$ cat config.mk
export PLATFORM = sky130hd
export DESIGN_NAME = fourier_harmonic_analyzer
export DESIGN_NICKNAME = d
export VERILOG_FILES = /design/src/rtl/fourier_harmonic_analyzer.sv
export SDC_FILE = /design/constraint.sdc
export NUM_CORES = 1
export LEC_CHECK = 0
export ABC_CLOCK_PERIOD_IN_PS = 4350
export CORE_MARGIN = 1.5
export CORE_UTILIZATION = 57
export DETAILED_ROUTE_END_ITERATION = 7
export PLACE_DENSITY = 0.79
export SLEW_MARGIN = 20
export SYNTH_ARGS = -nofsm -noshare
export SYNTH_HDL_FRONTEND = slang
export SYNTH_SLANG_ARGS = --single-unit
$ cat constraint.sdc
create_clock -name clk -period 4.35 [get_ports clk]
set_clock_uncertainty 0.1 [all_clocks]
set_input_delay 0.6525 -clock clk [delete_from_list [all_inputs] [get_ports clk]]
set_output_delay 0.6525 -clock clk [all_outputs]
set_load 0.05 [all_outputs]
$ cat src/rtl/fourier_harmonic_analyzer.sv
// Fourier harmonic analyzer: correlates a stream of 8-bit unsigned samples
// against square-wave sine/cosine references for the odd harmonics
// 1,3,5,... over one phase-accumulator frame. At the frame end it streams
// out one (I, Q) pair per harmonic through a valid/ready handshake.
module fourier_harmonic_analyzer #(
    parameter int PHASE_WIDTH   = 16,
    parameter int PHASE_STEP    = 256,
    parameter int MAX_HARMONICS = 4,
    localparam int FRAME_LOG2   = PHASE_WIDTH - $clog2(PHASE_STEP),
    localparam int ACC_W        = 9 + FRAME_LOG2
) (
    input  logic                    clk,
    input  logic                    rst_n,
    input  logic [7:0]              sample_in,
    input  logic                    sample_valid,
    output logic                    sample_ready,
    output logic                    res_valid,
    input  logic                    res_ready,
    output logic [7:0]              res_harm,
    output logic signed [ACC_W-1:0] res_i,
    output logic signed [ACC_W-1:0] res_q,
    output logic                    res_last
);

    localparam int HW = (MAX_HARMONICS > 1) ? $clog2(MAX_HARMONICS) : 1;
    localparam logic [PHASE_WIDTH-1:0] STEP_INC   = PHASE_WIDTH'(PHASE_STEP);
    // Phase of the final sample of a frame: 2^PHASE_WIDTH - PHASE_STEP.
    localparam logic [PHASE_WIDTH-1:0] LAST_PHASE = ~PHASE_WIDTH'(PHASE_STEP - 1);
    localparam logic [HW-1:0]          LAST_H     = HW'(MAX_HARMONICS - 1);

    typedef enum logic {
        ACCUM = 1'b0,
        DUMP  = 1'b1
    } state_t;

    state_t                  state_q, state_d;
    logic [PHASE_WIDTH-1:0]  phase_q, phase_d;
    logic [HW-1:0]           h_q, h_d;
    logic signed [ACC_W-1:0] acc_i_q [MAX_HARMONICS];
    logic signed [ACC_W-1:0] acc_i_d [MAX_HARMONICS];
    logic signed [ACC_W-1:0] acc_q_q [MAX_HARMONICS];
    logic signed [ACC_W-1:0] acc_q_d [MAX_HARMONICS];
    logic [MAX_HARMONICS-1:0] sin_neg;
    logic [MAX_HARMONICS-1:0] cos_neg;
    logic signed [8:0]       x_s;
    logic signed [ACC_W-1:0] x_ext;

    // Re-centre the sample around zero and sign-extend to accumulator width.
    assign x_s   = {1'b0, sample_in} - 9'd128;
    assign x_ext = {{(ACC_W - 9){x_s[8]}}, x_s};

    // Reference signs per harmonic: only the top two bits of phase*n matter,
    // the multiply wraps naturally at PHASE_WIDTH bits.
    for (genvar gi = 0; gi < MAX_HARMONICS; gi++) begin : g_harm
        localparam logic [PHASE_WIDTH-1:0] HARM_N = PHASE_WIDTH'(2 * gi + 1);
        logic [1:0] ph_top;
        assign ph_top      = 2'((phase_q * HARM_N) >> (PHASE_WIDTH - 2));
        assign sin_neg[gi] = ph_top[1];
        assign cos_neg[gi] = ph_top[1] ^ ph_top[0];
    end

    // Next-state, accumulation and result presentation.
    always_comb begin
        state_d      = state_q;
        phase_d      = phase_q;
        h_d          = h_q;
        acc_i_d      = acc_i_q;
        acc_q_d      = acc_q_q;
        sample_ready = 1'b0;
        res_valid    = 1'b0;
        res_harm     = 8'd0;
        res_i        = '0;
        res_q        = '0;
        res_last     = 1'b0;
        case (state_q)
            ACCUM: begin
                sample_ready = 1'b1;
                if (sample_valid) begin
                    phase_d = phase_q + STEP_INC;
                    for (int n = 0; n < MAX_HARMONICS; n++) begin
                        acc_i_d[n] = sin_neg[n] ? acc_i_q[n] - x_ext : acc_i_q[n] + x_ext;
                        acc_q_d[n] = cos_neg[n] ? acc_q_q[n] - x_ext : acc_q_q[n] + x_ext;
                    end
                    if (phase_q == LAST_PHASE) begin
                        state_d = DUMP;
                    end
                end
            end
            DUMP: begin
                res_valid = 1'b1;
                res_harm  = {7'(h_q), 1'b1};
                res_i     = acc_i_q[h_q];
                res_q     = acc_q_q[h_q];
                res_last  = (h_q == LAST_H);
                if (res_ready) begin
                    if (h_q == LAST_H) begin
                        // Phase has already wrapped to 0; start a clean frame.
                        state_d = ACCUM;
                        h_d     = '0;
                        for (int n = 0; n < MAX_HARMONICS; n++) begin
                            acc_i_d[n] = '0;
                            acc_q_d[n] = '0;
                        end
                    end else begin
                        h_d = h_q + HW'(1);
                    end
                end
            end
            default: state_d = ACCUM;
        endcase
    end

    // State registers with synchronous active-low reset.
    always_ff @(posedge clk) begin
        if (!rst_n) begin
            state_q <= ACCUM;
            phase_q <= '0;
            h_q     <= '0;
            for (int n = 0; n < MAX_HARMONICS; n++) begin
                acc_i_q[n] <= '0;
                acc_q_q[n] <= '0;
            end
        end else begin
            state_q <= state_d;
            phase_q <= phase_d;
            h_q     <= h_d;
            acc_i_q <= acc_i_d;
            acc_q_q <= acc_q_d;
        end
    end

endmodule
==> impl_metrics.yaml <==
status:
  status: "complete, but fails checks"
  failed_checks: "negative setup slack"
setup_path:
  crit_type: "register to register"
  r2r_cells: 19
  crit_chain: "fa_1 > ha_1 > nand3_2 > a211oi_4 > buf_4 > xor2_2 > xnor3_2 > buf_6 > nand2_1 > xor2_1 > ha_1 > a21boi_2 > o21ai_1 > buf_4 > a211oi_2 > or4_1 > a31oi_1 > xor2_1 > o21ai_1"
  crit_path_max_incr_delay_ns: 0.50
  worst-endpoint-required_ns: 4.57
  worst_setup_path_start_kind: "register"
  timing.critical_path.arrival_ns: 5.08
  timing.critical_path.slowest_stage_cell: "fa_1"
  end_kind: "register"
  cp_max_fo: 4
power:
  power.switching_fraction_pct: 37.90
  cell_internal_pwr_mw: 3.910
  net-switching-power_mw: 2.387
  clockPowerShare_pct: 26.2
  cellPowerDensity_mw_per_mm2: 345.9
  sequentialPowerShare_pct: 27.9
  leakage_nw: 7.875
  max-vdd-ir-drop_mv: 0.2634
  pwr-share-comb_pct: 45.9
sta:
  hold_viol_final: 0
  max_freq_mhz: 205.6
  measured_slew_at_the_worst_slew_check_pin_ns: 0.9104
  final.hold.worst_slack_ns: 0.3695
  fin_ws_ns: -0.5131
  grt_setup_unrepaired: "true"
  setup_violations: 32
  timing.final.crit_period_ns: 4.863
  slew_headroom_pct: 39.31
  finalMaxSlewViolations: 0
  post-route-period-util_pct: 111.8
synthesis:
  netlist_instances: 1700
  postSynthAreaPerCell_um2: 8.103
  proportion_of_netlist_area_held_by_the_largest_area_contributor_pct: 21.36
  synth.lib_cells_used.distinct: 76
  synth-async-reset-ratio_pct: 0
  yosys_warn_count: 0
  largest_area_contributor_in_the_netlist: "dfxtp_1"
  postSynthRegisterBits: 147
  synth_cell_area_mm2: 0.01378
  synth.top_cells.by_area: "dfxtp_1, ha_1, xnor2_1"
  synth_top_flop_cell: "dfxtp_1"
  number_of_synthesized_flops_with_an_enable_pin: 0
  yosysSeqAreaShare_pct: 21.36
global_route:
  vias_in_the_first_global_route: 13799
  largest_net_degree_at_the_start_of_global_routing: 54
  grt_remaining_overflow: 0
  grt_first_pass_wirelength_mm: 67.03
  groute.usage.overall_pct: 33.81
  initial_antenna_violation_count: 0
worst_hold_path:
  hold_depth: 2
  min_delay_path_class: "register to register"
clocking:
  clk_latency_ns: 0.45
  tritoncts.num_buffers: 17
  post_cts_hold_buffer_count: 0
  cts.sinks: 147
  clock_tree.htree_level_count: 4
  cts_tree: "built"
  clockBufferDepth: 2
  cts.clk_slew.worst_paths_ns: 0.08
  clk_root_buffer_cell: "clkbuf_16"
drt:
  drt-initial-drc-count: 1431
  postRouteWirelength_mm: 47.15
  route.detailed.vias_per_inst: 6.406
  vias: 14554
  drt.antenna.violating_nets: 0
  route.detailed.wl_per_inst_um: 20.75
  dr_pass1_iterations: 7
  drc: 0
placed_design:
  dpl-instance-area_mm2: 0.01593
  gp_congestion: 0.9305
  io_buffer_count: 51
  place_hpwl_mm: 29.76
floorplan:
  initial_utilization_pct: 58.34
  placement_rows: 56
  pin_count: 57
  die_w_um: 158.5
  core_region_area_mm2: 0.02361
  die_y_um: 158.5
  fp.dieArea_mm2: 0.02511
layout:
  antenna-diode-count: 0
  final_stage_net_count: 2115
  stdcell_area_mm2: 0.01821
  drive_above_1_share_pct: 27.34
  area_growth_syn_to_layout_pct: 32.15
  seqCellArea_mm2: 0.002962
  num-fill-cells: 1504
  multi_input_comb_area_mm2: 0.01145
run:
  cap_violations: 0
per-layer routing:
layer / global-route usage (%) / wire length [um]
met1: 41.14 / 18030
met2: 59.62 / 23310
met3: 4.545 / 3577
met4: 14.55 / 2236
met5: 0 / 0
power groups by stage:
stage	Clock, mW	Combinational (mW)	Sequential [mW]
finish	1.65	2.89	1.76
detailed placement	0	2.36	1.76
global route	1.69	3.11	1.77
global placement	0	2.27	1.75
CTS	1.63	2.46	1.73
floorplan	0	1.71	1.69
sequential cells by signal, indices dropped and copies added, names as in the netlist:
| signal | flops |
|---|---|
| h_q | 2 |
| state_q | 1 |
| acc_q_q | 68 |
| acc_i_q | 68 |
| phase_q | 8 |
cell families after synthesis:
kind of cell | after synthesis | share of synthesized area (%)
mux | 43 | 6.231
flops | 147 | 21.36
simple gates | 570 | 21.11
compound gates | 475 | 21.64
buf+inv | 154 | 4.614
xor+xnor | 147 | 9.500
other cells | 1 | 0.02722
fa+ha+maj | 163 | 15.51
cells in the final DEF (no fill, tap or decap), types with 10 or more instances in the layout:
| cell | synthesis | layout |
|---|---|---|
| or3_1 | 24 | 22 |
| xor2_1 | 52 | 46 |
| inv_1 | 62 | 60 |
| a21o_1 | 20 | 20 |
| nand2_1 | 143 | 134 |
| mux4_2 | 34 | 34 |
| and2_1 | 63 | 61 |
| nor2_1 | 95 | 76 |
| nand2b_1 | 21 | 17 |
| a31oi_1 | 18 | 13 |
| a21oi_1 | 134 | 103 |
| xnor2_1 | 93 | 83 |
| and3_1 | 21 | 20 |
| a32oi_1 | 15 | 15 |
| a211oi_1 | 14 | 10 |
| a22oi_1 | 45 | 44 |
| buf_4 | 8 | 238 |
| o21a_1 | 18 | 18 |
| ha_2 | 0 | 10 |
| nor2_2 | 0 | 17 |
| o21ai_1 | 60 | 55 |
| nand3_1 | 32 | 28 |
| o211ai_1 | 13 | 13 |
| clkdlybuf4s50_1 | 0 | 50 |
| ha_1 | 150 | 126 |
| a21oi_2 | 2 | 25 |
| nor3_2 | 0 | 12 |
| o21ai_0 | 67 | 54 |
| buf_6 | 3 | 14 |
| dfxtp_1 | 147 | 140 |
| nor2b_1 | 96 | 89 |
| ha_4 | 0 | 14 |
| nor3_1 | 46 | 32 |
| clkbuf_16 | 0 | 17 |
| o21ai_2 | 0 | 16 |
synthesized netlist by cell type (all sizes together), types with 3 or more instances:
master     n
a211o      3
and3      21
clkbuf    69
nor3b      4
a22o       4
nand4      5
xnor2     94
inv       63
a21o      20
or3       26
o21a      18
nand3     32
nand2b    21
mux2i      7
o21ai    127
a2111oi    3
a22oi     45
and2      64
o31a       5
nor2      96
ha       150
a21oi    136
a21boi    13
o311ai     4
fa        13
buf       22
a31oi     18
a211oi    15
o21bai     6
nor3      46
nand3b     4
nor4       3
nor2b     96
nand2    143
mux4      34
o2111ai    4
dfxtp    147
or2        5
o211ai    13
o41ai      4
o31ai      5
xor2      52
a32oi     15
critical path: cells and delay by family, from the launching register on:
family | cells | cell delay, ns
AND/OR/NAND/NOR | 3 | 0.64
adder cells (fa/ha/maj) | 3 | 1.14
flip-flops | 1 | 0.38
AO/OA/AOI/OAI | 6 | 1.00
XOR/XNOR | 4 | 0.95
buffers and inverters | 3 | 0.50
final cells by class:
type | instances | share of cell area, %
clock buffer | 20 | 2.399
clock inverter | 12 | 0.9897
inverter | 63 | 1.326
multi-input combinational | 1403 | 62.87
sequential | 147 | 16.27
tap | 319 | 2.192
timing repair buffer | 308 | 13.95
worst paths after layout:
kind,start,endpoint,slack [ns]
worst min register to register,acc_q_q[10],acc_q_q[10],0.37
worst max register to register,phase_q[11],acc_q_q[13],-0.51
worst min-delay path,acc_q_q[10],acc_q_q[10],0.37
worst max-delay path,phase_q[11],acc_q_q[13],-0.51
repair_timing:
item                                    4_1_cts  5_1_grt
setup buffers                                 8       45
endpoints found under the setup margin       28       52
pin swaps                                    60      123
gates resized for setup                      69      191
per-stage QoR:
step	std cells	setup WS (ns)	setup TNS (ns)	utilization, %	total power [mW]
2_1_floorplan	1704	-0.03018	-0.03741	-	3.397
3_3_place_gp	2191	-0.4180	-5.543	67.47	4.020
3_5_place_dp	2191	-0.4497	-8.964	67.47	4.120
4_1_cts	2231	-0.2241	-0.6413	71.75	5.824
5_1_grt	2272	-0.6678	-9.852	77.10	6.571
6_report	2272	-0.5131	-4.559	77.10	6.296
Note: power is estimated with default switching activity, not from simulation.
